$ cat src/rtl/jk_counter_pkg.sv
// Shared mode encoding and J/K excitation helper
// for the JK-stage modulo counter.
package jk_counter_pkg;

   typedef logic [1:0] mode_t;

   localparam mode_t MODE_HOLD = 2'b00;
   localparam mode_t MODE_UP   = 2'b01;
   localparam mode_t MODE_DOWN = 2'b10;
   localparam mode_t MODE_LOAD = 2'b11;

   // Returns {j, k} for one stage given the resolved mode,
   // the lower-bit AND terms for each direction, and the
   // load data bit for this stage.
   function automatic logic [1:0] excite(
      input mode_t mode,
      input logic  up_and,
      input logic  dn_and,
      input logic  d
   );
      logic [1:0] jk;
      jk = 2'b00;
      case (mode)
         MODE_UP:   jk = {up_and, up_and};
         MODE_DOWN: jk = {dn_and, dn_and};
         MODE_LOAD: jk = {d, ~d};
         default:   jk = 2'b00;
      endcase
      return jk;
   endfunction

endpackage

$ cat src/rtl/jk_counter_stage.sv
// Single JK flip-flop with synchronous
// active-high reset.
module jk_stage (
   input  logic clk,
   input  logic reset,
   input  logic j,
   input  logic k,
   output logic q
);

   // JK characteristic: hold, reset, set, toggle
   always_ff @(posedge clk) begin
      if (reset) q <= 1'b0;
      else       q <= (j & ~q) | (~k & q);
   end

endmodule

$ cat src/rtl/jk_mux_excite_counter.sv
// Modulo-MOD up/down counter built from JK stages,
// with a mode mux generating the J/K excitation.
module jk_mux_excite_counter
   import jk_counter_pkg::*;
#(
   parameter int WIDTH = 4,
   parameter int MOD   = 10
) (
   input  logic             clk,
   input  logic             reset,
   input  logic             en,
   input  logic             up_dn,
   input  logic             load,
   input  logic [WIDTH-1:0] load_val,
   output logic [WIDTH-1:0] count,
   output logic             tc,
   output logic             load_err,
   output logic [WIDTH-1:0] jk_j,
   output logic [WIDTH-1:0] jk_k
);

   localparam logic [WIDTH-1:0] MAX   = WIDTH'(MOD - 1);
   localparam logic [WIDTH:0]   MOD_X = (WIDTH + 1)'(MOD);

   logic [WIDTH-1:0] q;
   logic [WIDTH-1:0] d;
   logic [WIDTH-1:0] up_t;
   logic [WIDTH-1:0] dn_t;
   mode_t            mode_req;
   mode_t            mode;
   logic             at_max;
   logic             at_zero;
   logic             illegal;
   logic             lv_bad;

   assign count   = q;
   assign at_max  = (q == MAX);
   assign at_zero = (q == '0);
   assign illegal = ({1'b0, q} >= MOD_X);
   assign lv_bad  = ({1'b0, load_val} >= MOD_X);

   assign tc = en & ~load &
               ((up_dn & at_max) | (~up_dn & at_zero));

   // Resolve mode, fold wrap into the load path,
   // and drive the per-stage excitation mux.
   always_comb begin
      mode_req = MODE_HOLD;
      if (load)       mode_req = MODE_LOAD;
      else if (en)    mode_req = up_dn ? MODE_UP : MODE_DOWN;

      up_t[0] = 1'b1;
      dn_t[0] = 1'b1;
      for (int i = 1; i < WIDTH; i++) begin
         up_t[i] = up_t[i-1] & q[i-1];
         dn_t[i] = dn_t[i-1] & ~q[i-1];
      end

      mode = mode_req;
      d    = '0;
      case (mode_req)
         MODE_LOAD: d = lv_bad ? MAX : load_val;
         MODE_UP: begin
            if (at_max | illegal) mode = MODE_LOAD;
         end
         MODE_DOWN: begin
            if (illegal) begin
               mode = MODE_LOAD;
            end else if (at_zero) begin
               mode = MODE_LOAD;
               d    = MAX;
            end
         end
         default: mode = MODE_HOLD;
      endcase

      for (int i = 0; i < WIDTH; i++) begin
         {jk_j[i], jk_k[i]} = excite(mode, up_t[i], dn_t[i], d[i]);
      end
   end

   // Flag a saturated load for the following cycle only
   always_ff @(posedge clk) begin
      if (reset) load_err <= 1'b0;
      else       load_err <= load & lv_bad;
   end

   for (genvar g = 0; g < WIDTH; g++) begin : g_stage
      jk_stage u_stage (
         .clk   (clk),
         .reset (reset),
         .j     (jk_j[g]),
         .k     (jk_k[g]),
         .q     (q[g])
      );
   end

endmodule

$ cat config.mk
export PLATFORM = sky130hd
export DESIGN_NAME = jk_mux_excite_counter
export DESIGN_NICKNAME = d
export VERILOG_FILES = /design/src/rtl/jk_counter_pkg.sv /design/src/rtl/jk_counter_stage.sv /design/src/rtl/jk_mux_excite_counter.sv
export SDC_FILE = /design/constraint.sdc
export NUM_CORES = 1
export LEC_CHECK = 0
export BUFFER_PORTS_ARGS = -buffer_cell sky130_fd_sc_hd__buf_2
export CAP_MARGIN = 25
export CORE_MARGIN = 4
export CORE_UTILIZATION = 46
export CTS_BUF_LIST = sky130_fd_sc_hd__clkbuf_16
export DETAILED_ROUTE_END_ITERATION = 8
export GPL_ROUTABILITY_DRIVEN = 0
export PLACE_DENSITY_LB_ADDON = 0.05
export SLEW_MARGIN = 25
export SYNTH_ARGS = -nofsm -noshare
export SYNTH_HDL_FRONTEND = slang
export SYNTH_SLANG_ARGS = --single-unit
$ cat constraint.sdc
create_clock -name clk -period 6.1 [get_ports clk]
set_clock_uncertainty 0.05 [all_clocks]
set_input_delay 1.22 -clock clk [delete_from_list [all_inputs] [get_ports clk]]
set_output_delay 1.22 -clock clk [all_outputs]
set_load 0.1 [all_outputs]
==> results.md <==
- Finished Layout Cells: 116
- Core footprint: 1318 um^2
- Post-synthesis instance total: 90
- Inserted Diodes: 0
- Ys Warns: 0
- Post-cts resize count: 0
- Fin crit period: 4310 ps
- Most frequent cells in the layout: buf_2, nand2_1, a21oi_1
- Vias per cell: 5.509
- Critical Path Start Type: input pin
- Initial Utilization: 0.4938
- Hpwl dp: 1194 um
- Antenna violations before repair: 0
- Fmax: ~230 MHz
- Layout area overhead: 14.62%
- CTS clk-pin slew, worst paths: approximately 30 ps
- CP Class: in2out
- NetSw: roughly 0.16 mW
- Nets: ~120
- Inst Count DP: 112
- First DRT Iteration DRCs: 15
- Status: finished clean
- Drt pass-1 iters: 4
- Fin crit share: 0.7066
- Static Leak: roughly 0.35 nW
- Final max-slew violation count: 0
- Grt met3 use: 0.03953
- HP Class: reg2reg
- Via count: 639
- CTS root buf: clkbuf_16
- EDFF count, synth: 0
- Setup crit end kind: output port
- CTS Hold Buffers Added: 0
- Commonest non-fill, non-tap cell in the layout: buf_2
- H-tree levels: 1
- Grt total ovfl: 0
- GRT Total Usage: 0.1626
- Combinational fraction of design power: 0.519
- Tot Pwr: 0.3175 mW
- Sw Ratio: 0.5143
- CP max FO: 6
- Async S/R FF share, synth: 0
- Ports: 23
- Synthesized area: 650.6 um^2
- Largest net degree at the start of global routing: 14
- GR peak layer: met2
- Slew @ Worst Pin: 486.6 ps
- Number of cell rows: 13
- Vias in the first global route: 574
- Post-route DRC violation count: 0
- First-pass GRT wire length: ~2500 um
- CTS Sinks: 5
- Register share of total power: 0.151
- #FFs+latches synth: 5
- IO Port Bufs: 22
- Synth Area per Inst: slightly above 7 um^2
- Routed wire per std cell: 13.37 um
- Hold Vio Cnt, Final: 0
- Worst slew margin: 0.6778
- Cell Pwr Density: 425.7 nW/um^2
- Num CTS Buffers: 3
- Remaining antenna violation count: 0
- CTS tree: yes
- Clock power share: 0.330
- Met1 usage: 0.2028
- Die Y: approximately 46 um
- P_int: 0.1542 mW
- Crit path DAT: 3040 ps
- Ys flop type: dfxtp_1
- CTS Buffer Depth: 2
- Unrepaired setup endpoints after global routing: false
- Setup TNS: 0 ps
- Final wirelength: 1551 um
- Clock Latency Late Sink: 220 ps
- Sequential area share after synthesis: 0.1538
- Layout cells sized above 1: 0.2970
- Max-cap violations: 0
- Global routing usage on met2: 0.2786
- Post-CTS Setup Bufs: 0
- Final setup fails: 0
- Post-synth cell types: 30
- Crit path required time: 4830 ps
- Syn nets: 103
- Worst IR drop on VDD: roughly 0.00026 V
- DIE AREA: 2080 um^2
- Die W: 45.61 um
- Flop-to-flop setup slack: approximately 3600 ps
## final timing paths
check                                       start                               to  cells after the start
setup / recovery                            up_dn                          jk_j[2]                      7
hold / removal    g_stage[2].u_stage.q$_SDFF_PP0_  g_stage[2].u_stage.q$_SDFF_PP0_                      2
setup reg to reg  g_stage[0].u_stage.q$_SDFF_PP0_  g_stage[2].u_stage.q$_SDFF_PP0_                      9
hold reg to reg   g_stage[2].u_stage.q$_SDFF_PP0_  g_stage[2].u_stage.q$_SDFF_PP0_                      2
## logic make-up after synthesis
family                   synth area share
AO/OA/AOI/OAI                      0.2962
buffers and inverters              0.2019
AND/OR/NAND/NOR                    0.2712
adder cells (fa/ha/maj)           0.07693
flip-flops                         0.1539
## per-layer routing
layer / vias to the layer above / share of wire
met4: 0 / 0
met3: 0 / 0.063
met1: 279 / 0.44
met2: 22 / 0.50
li1: 338 / -
met5: - / 0
## power groups by stage
| stage | Clock (mW) | Sequential, mW | Combinational (mW) |
|---|---|---|---|
| floorplan | 0 | 0.0436 | 0.164 |
| global placement | 0 | 0.0481 | 0.164 |
| detailed placement | 0 | 0.0481 | 0.165 |
| CTS | 0.106 | 0.0477 | 0.165 |
| global route | 0.110 | 0.0493 | 0.173 |
| finish | 0.105 | 0.0480 | 0.165 |
## layout make-up
class	instances	area [um^2]
Clock inverter	1	3.754
Inverter	5	18.77
Sequential cell	5	100.1
Clock buffer	3	75.07
Fill cell	130	571.8
Multi-Input combinational cell	65	419.2
Timing Repair Buffer	22	110.1
Tap cell	15	18.77
## Yosys cell counts, types with 2 or more instances
cell type  count  share of area
a211oi_1       3          0.035
nand2_1        8          0.046
nand3b_1       2          0.023
a21oi_1        8          0.062
o21ai_0        7          0.054
nor2_1         7          0.040
a31oi_1        4          0.038
or3b_2         2          0.027
inv_1          5          0.029
or3_1          4          0.038
ha_1           4          0.077
buf_4         13           0.15
dfxtp_1        5           0.15
nand3_1        2          0.015
## metrics by stage
stage	utilization	cell area, um^2	hold slack (ps)	setup slack [ps]
floorplan	-	650.6	494.9	1456
global placement	0.5062	666.9	550.7	1823
detailed placement	0.5062	666.9	556.0	1791
CTS	0.5660	745.7	559.6	1787
global route	0.5660	745.7	607.5	1724
finish	0.5660	745.7	559.3	1790
## sequential cells by signal (all words and copies together) (netlist names)
register,flops
g_stage.u_stage.q,4
load_err,1
## worst max-delay path, stage by stage
cell and delay, ps:
buf_2 130, o21ai_0 200, and2_1 180, ha_1 160, or3b_2 460, a31oi_1 220
buf_2 460
Note: power is estimated with default switching activity, not from simulation.
